<file path="src/rtl/fact_pkg.sv">
// Shared types and helpers for the time-shared factorial scheduler.
// fact_ref is the golden factorial used by elaboration checks and benches.
package fact_pkg;

  typedef enum logic [1:0] {
    IDLE,
    CALC,
    DONE
  } state_t;

  localparam int IN_W_DEF  = 3;
  localparam int OUT_W_DEF = 13;

  function automatic logic [63:0] fact_ref(input int n);
    logic [63:0] r;
    r = 64'd1;
    for (int i = 2; i <= n; i++) begin
      r = r * 64'(i);
    end
    return r;
  endfunction

endpackage

</file>
<file path="src/rtl/fact_iter.sv">
// Iterative factorial engine: load seeds acc=1,k=n; each step multiplies acc by k
// and decrements k. done is asserted once k has reached 1 or below.
module fact_iter
  import fact_pkg::*;
#(
  parameter int IN_W  = IN_W_DEF,
  parameter int OUT_W = OUT_W_DEF
) (
  input  logic             clk_i,
  input  logic             rst_ni,
  input  logic             load_i,
  input  logic             step_i,
  input  logic [IN_W-1:0]  n_i,
  output logic [OUT_W-1:0] acc_o,
  output logic             done_o
);

  logic [OUT_W-1:0]      acc_q, acc_d;
  logic [IN_W-1:0]       k_q, k_d;
  logic [IN_W+OUT_W-1:0] prod;

  // Full-width product, then truncated back to the accumulator width.
  always_comb begin
    prod  = {{IN_W{1'b0}}, acc_q} * {{OUT_W{1'b0}}, k_q};
    acc_d = acc_q;
    k_d   = k_q;
    if (load_i) begin
      acc_d = OUT_W'(1);
      k_d   = n_i;
    end else if (step_i) begin
      acc_d = prod[OUT_W-1:0];
      k_d   = k_q - IN_W'(1);
    end
  end

  always_ff @(posedge clk_i or negedge rst_ni) begin
    if (!rst_ni) begin
      acc_q <= '0;
      k_q   <= '0;
    end else begin
      acc_q <= acc_d;
      k_q   <= k_d;
    end
  end

  assign acc_o  = acc_q;
  assign done_o = (k_q <= IN_W'(1));

endmodule

</file>
<file path="src/rtl/fact_sched.sv">
// Round-robin scheduler sharing one fact_iter between NREQ requesters, with a
// single tagged response channel.
module fact_sched
  import fact_pkg::*;
#(
  parameter int NREQ  = 4,
  parameter int IN_W  = IN_W_DEF,
  parameter int OUT_W = OUT_W_DEF,
  parameter int ID_W  = $clog2(NREQ)
) (
  input  logic                 clk,
  input  logic                 rst_n,
  input  logic [NREQ-1:0]      req_valid,
  input  logic [NREQ*IN_W-1:0] req_n,
  output logic [NREQ-1:0]      req_ready,
  output logic                 rsp_valid,
  input  logic                 rsp_ready,
  output logic [OUT_W-1:0]     rsp_data,
  output logic [ID_W-1:0]      rsp_id,
  output logic                 busy
);

  if (fact_ref(2**IN_W - 1) >= (64'd1 << OUT_W)) begin : g_out_w_check
    $error("fact_sched: OUT_W cannot hold (2**IN_W-1)!");
  end
  if (NREQ < 2 || NREQ > 8) begin : g_nreq_check
    $error("fact_sched: NREQ must be in 2..8");
  end

  state_t           state_q, state_d;
  logic [ID_W-1:0]  rr_ptr_q, rr_ptr_d;
  logic [ID_W-1:0]  id_q, id_d;
  logic [ID_W-1:0]  cand, winner;
  logic             found;
  logic [IN_W-1:0]  win_n;
  logic [NREQ-1:0]  grant;
  logic             load, step, iter_done;
  logic [OUT_W-1:0] acc;

  // First valid requester at or after rr_ptr, wrapping around.
  always_comb begin
    found  = 1'b0;
    winner = '0;
    cand   = '0;
    for (int off = 0; off < NREQ; off++) begin
      cand = ID_W'((int'(rr_ptr_q) + off) % NREQ);
      if (!found && req_valid[cand]) begin
        found  = 1'b1;
        winner = cand;
      end
    end
  end

  always_comb begin
    win_n = '0;
    grant = '0;
    for (int i = 0; i < NREQ; i++) begin
      if (winner == ID_W'(i)) begin
        win_n    = req_n[i*IN_W +: IN_W];
        grant[i] = found;
      end
    end
  end

  always_comb begin
    state_d  = state_q;
    rr_ptr_d = rr_ptr_q;
    id_d     = id_q;
    load     = 1'b0;
    step     = 1'b0;
    case (state_q)
      IDLE: begin
        if (found) begin
          load     = 1'b1;
          id_d     = winner;
          rr_ptr_d = (int'(winner) == NREQ - 1) ? '0 : winner + ID_W'(1);
          state_d  = CALC;
        end
      end
      CALC: begin
        if (iter_done) state_d = DONE;
        else           step    = 1'b1;
      end
      DONE: begin
        if (rsp_ready) state_d = IDLE;
      end
      default: state_d = IDLE;
    endcase
  end

  always_ff @(posedge clk or negedge rst_n) begin
    if (!rst_n) begin
      state_q  <= IDLE;
      rr_ptr_q <= '0;
      id_q     <= '0;
    end else begin
      state_q  <= state_d;
      rr_ptr_q <= rr_ptr_d;
      id_q     <= id_d;
    end
  end

  fact_iter #(
    .IN_W (IN_W),
    .OUT_W(OUT_W)
  ) u_iter (
    .clk_i (clk),
    .rst_ni(rst_n),
    .load_i(load),
    .step_i(step),
    .n_i   (win_n),
    .acc_o (acc),
    .done_o(iter_done)
  );

  // rst_n gates req_ready so nothing is accepted while reset is held.
  assign req_ready = (rst_n && state_q == IDLE) ? grant : '0;
  assign rsp_valid = (state_q == DONE);
  assign rsp_data  = acc;
  assign rsp_id    = id_q;
  assign busy      = (state_q != IDLE);

endmodule

</file>
<file path="config.mk">
export PLATFORM = sky130hd
export DESIGN_NAME = fact_sched
export DESIGN_NICKNAME = d
export VERILOG_FILES = /design/src/rtl/fact_pkg.sv /design/src/rtl/fact_iter.sv /design/src/rtl/fact_sched.sv
export SDC_FILE = /design/constraint.sdc
export NUM_CORES = 1
export LEC_CHECK = 0
export BUFFER_PORTS_ARGS = -buffer_cell sky130_fd_sc_hd__buf_2
export CORE_UTILIZATION = 40
export DETAILED_ROUTE_END_ITERATION = 8
export GPL_ROUTABILITY_DRIVEN = 0
export PLACE_DENSITY_LB_ADDON = 0.12
export SETUP_SLACK_MARGIN = 0.15
export SYNTH_ARGS = -nofsm -noshare
export SYNTH_HDL_FRONTEND = slang
export SYNTH_HIERARCHICAL = 1
export SYNTH_SLANG_ARGS = --single-unit
export TNS_END_PERCENT = 1
</file>
<file path="constraint.sdc">
create_clock -name clk -period 5.8 [get_ports clk]
set_input_delay 0.29 -clock clk [delete_from_list [all_inputs] [get_ports clk]]
set_output_delay 0.29 -clock clk [all_outputs]
set_load 0.01 [all_outputs]
</file>
==> results by group <==
Outcome
  • Status: complete, but fails checks
  • Failing checks: hold timing

Timing
  • Least-Margin Pin Slew: 571 ps
  • Unrepaired setup endpoints after global routing: no
  • Final total negative setup slack: 0 ps
  • Worst setup margin: 2550 ps
  • Fmax: 308 MHz
  • Slew Limit Headroom: 62.0%
  • Total count of hold-check failures in the final report: 1
  • Shortest period the worst path allows: 3250 ps
  • Clock tree skew after final layout: 1.44 ps
  • Final setup violation count: 0
  • Max-slew violation count: 0
  • Min Hold Slack: -0.148 ps
  • Period Utilization, post-route: 56.1%

Placement
  • IO buf count: 39
  • Post-Place Setup Slack: 2560 ps
  • Hpwl dp: 3480 µm

Die
  • Horizontal extent of the die: 75.0 µm
  • Number of top-level design ports: 40
  • Area inside the core boundary: 5110 µm²
  • Starting density of the core: 41.8%
  • Std-Cell Rows: 26
  • Floorplan die area: 5630 µm²
  • Chip Height: 75.0 µm

GRT
  • Maximum number of pins on one net before global-route repair: 38
  • Via count of the first global-routing pass: 1,787
  • Wire length of the first global-routing pass: 8290 µm
  • Initial antenna violation count: 0
  • Total track usage: 19.5%
  • Total gr overflow: 0

Synth
  • Total nets after synthesis: 309
  • XOR/XNOR Fraction of Synth Area: 2.46%
  • Post-synth EDFFs: 0
  • Post-Synth Adder-Cell Area: 19.7%
  • #FFs+latches synth: 22
  • Cell type with the largest total area after synthesis: sky130_fd_sc_hd__dfrtp_1
  • Post-synth design cell area: 2130 µm²
  • Cells after synthesis: 263
  • Main combinational cell family by area after synthesis: simple AND/OR/NAND/NOR gates
  • Share of synthesized area spent on multiplexers: 2.64%
  • Complex-gate fraction of the synthesized area: 17.8%
  • Top-area cell type share of the netlist area: 25.8%
  • Per-instance average area after synthesis: 8.11 µm²
  • Seq/Total Area, Yosys: 25.8%
  • Top post-synthesis cells by area: sky130_fd_sc_hd__dfrtp_1 (26%), sky130_fd_sc_hd__fa_1 (10%), sky130_fd_sc_hd__ha_1 (9.4%), sky130_fd_sc_hd__nand2_1 (8.3%), sky130_fd_sc_hd__inv_1 (5.5%)
  • Dominant register cell in the synthesized netlist: sky130_fd_sc_hd__dfrtp_1
  • Post-synthesis simple-gate area fraction: 23.3%
  • Fraction of registers with async set/reset: 100%
  • Synthesis warning total: 6
  • Count of unique library cells instantiated by Yosys: 50

CTS
  • CTS H-Tree Depth: 1
  • CTS Hold Bufs: 0
  • # clock sinks: 22
  • CTS Buf Count: 3
  • Clock Pin Slew Worst Setup and Hold Paths: 90 ps
  • Post-CTS setup-driven buffer insertion count: 0
  • Buffers from clock root to sink, at most: 2
  • CTS tree: built
  • Post-cts sizing count: 0
  • Clock Tree Root: sky130_fd_sc_hd__clkbuf_8
  • Clock Latency Late Sink: 270 ps

Setup path
  • Worst path cell trace: nand2_1 -> fa_1 -> inv_1 -> ha_1 -> fa_1 -> a211oi_1 -> o21bai_1 -> a221oi_1 -> or4_1 -> o311ai_1
  • Worst Setup Path Type: flop to flop
  • Arr. time, crit path: 3400 ps
  • Bufs and invs on worst path: 1
  • Delay of the slowest cell on the worst path: 600 ps
  • Highest fanout seen on the critical path: 13
  • Endpoint class of the critical path: flop
  • Required time at the worst-slack endpoint: 5950 ps
  • Max stage delay cell, worst path: sky130_fd_sc_hd__dfrtp_1
  • Worst path most repeated cell: sky130_fd_sc_hd__fa_1
  • Critical path launch point type: flop
  • Category of cells accounting for the largest share of critical-path delay: adder cells

Pwr
  • Switching power of the nets: 0.000432 W
  • Sequential cell fraction of total power: 30.8%
  • Peak supply drop: 237 µV
  • P_int: 0.000509 W
  • Share of power burned in the clock network: 16.0%
  • Leakage dissipation: 1.20 nW
  • Power density of the placed cells: 384 nW/µm²
  • Share of power burned in combinational logic: 53.3%
  • Switching part of the total power: 46.0%

Finish
  • Commonest non-fill, non-tap cell in the layout: sky130_fd_sc_hd__nand2_1
  • Sequential Area: 551 µm²
  • Number of fill cells in the layout: 523
  • Fraction of final layout cells sized beyond drive strength 1: 18.2%
  • Final nets: 344
  • Number of diodes: 0
  • Area Overhead vs Synth: 14.8%
  • Area of the multi-input gates: 1410 µm²
  • Commonest non-fill, non-tap cells in the layout: sky130_fd_sc_hd__nand2_1 (47), sky130_fd_sc_hd__buf_2 (39), sky130_fd_sc_hd__inv_1 (31)

Drt
  • Routed vias: 1,901
  • DRC violation total after the first TritonRoute iteration: 96
  • Total iterations of the first detailed-routing run: 4
  • Count of antenna-violating nets left after detailed routing: 0
  • Vias per Instance: 5.18
  • Post-detailed-route wirelength per cell: 12.9 µm
  • Number of remaining DRC errors: 0
  • Total length of routed wires: 4720 µm

Run
  • Max_cap viols: 0

Min path
  • HP Class: primary input to async pin
[synthesized netlist by cell type (5+ instances only)]
cell / instances
sky130_fd_sc_hd__clkbuf_1: 6
sky130_fd_sc_hd__nand2_1: 47
sky130_fd_sc_hd__nand3b_1: 5
sky130_fd_sc_hd__ha_1: 16
sky130_fd_sc_hd__a211oi_1: 5
sky130_fd_sc_hd__inv_1: 31
sky130_fd_sc_hd__a21oi_1: 17
sky130_fd_sc_hd__nor2_1: 17
sky130_fd_sc_hd__fa_1: 11
sky130_fd_sc_hd__o21ai_0: 14
sky130_fd_sc_hd__dfrtp_1: 22
[flip-flops by register name, indices dropped and copies added, names as in the netlist]
register / flops
rr_ptr_q: 2
u_iter/k_q: 3
state_q: 2
rsp_id: 2
u_iter/acc_o: 13
[area by class of cell]
cell class / count / share of cell area (%)
clock buffer: 3 / 1.69
tap: 70 / 3.58
multi-input combinational: 199 / 57.7
inverter: 31 / 4.75
timing repair buffer: 41 / 8.58
clock inverter: 1 / 1.23
sequential: 22 / 22.5
[routing by layer]
| metal | wire length [µm] | GRT usage, % | vias up |
|---|---|---|---|
| met4 | 58 | 6.29 | 0 |
| li1 | - | - | 969 |
| met1 | 2280 | 26.5 | 880 |
| met5 | 0 | 0 | - |
| met2 | 2190 | 31.9 | 47 |
| met3 | 201 | 2.81 | 5 |
[through the flow]
step	std cells	power [W]	cell area (µm²)	util, %
after global routing	367	0.00104	2450	48.0
after CTS	367	0.000952	2450	48.0
after global placement	363	0.000793	2380	46.6
after floorplan	263	0.000655	2130	-
final	367	0.000941	2450	48.0
after detailed placement	363	0.000798	2380	46.6
[power by group through the flow]
stage,Sequential (W),Combinational (W),Clock [W]
2_1_floorplan,0.000268,0.000387,0
4_1_cts,0.000290,0.000508,0.000154
6_report,0.000289,0.000501,0.000150
5_1_grt,0.000304,0.000579,0.000159
3_3_place_gp,0.000291,0.000502,0
3_5_place_dp,0.000292,0.000506,0
[logic make-up (layout without fill, tap and decap cells)]
logic type / after synthesis / count (layout)
AO/OA/AOI/OAI: 59 / 59
XOR/XNOR: 6 / 6
adder cells (fa/ha/maj): 27 / 27
buffers and inverters: 42 / 76
flip-flops: 22 / 22
multiplexers: 5 / 5
AND/OR/NAND/NOR: 102 / 102
[worst reg2reg max path: stages, from the launching register on]
cell                       delay, ps
sky130_fd_sc_hd__dfrtp_1         600
sky130_fd_sc_hd__nand2_1         140
sky130_fd_sc_hd__fa_1            550
sky130_fd_sc_hd__inv_1            40
sky130_fd_sc_hd__ha_1            230
sky130_fd_sc_hd__fa_1            440
sky130_fd_sc_hd__a211oi_1        330
sky130_fd_sc_hd__o21bai_1        220
sky130_fd_sc_hd__a221oi_1        330
sky130_fd_sc_hd__or4_1           160
sky130_fd_sc_hd__o311ai_1         90
[final timing paths]
path / start / cells past startpoint / slack (ps) / endpoint
max: u_iter/k_q[2]$_DFFE_PN0P_ / 10 / 2550 / u_iter/acc_o[10]$_DFFE_PN0P_
min: rst_n / 1 / -0.1 / rsp_id[1]$_DFFE_PN0P_
max reg2reg: u_iter/k_q[2]$_DFFE_PN0P_ / 10 / 2550 / u_iter/acc_o[10]$_DFFE_PN0P_
min reg2reg: rsp_id[1]$_DFFE_PN0P_ / 1 / 510 / rsp_id[1]$_DFFE_PN0P_
max in group asynchronous: rst_n / 1 / 5420 / u_iter/acc_o[6]$_DFFE_PN0P_
min in group clk: rsp_ready / 2 / 190 / state_q[1]$_DFFE_PN0P_
No activity file was read; power rests on OpenSTA's default activity.
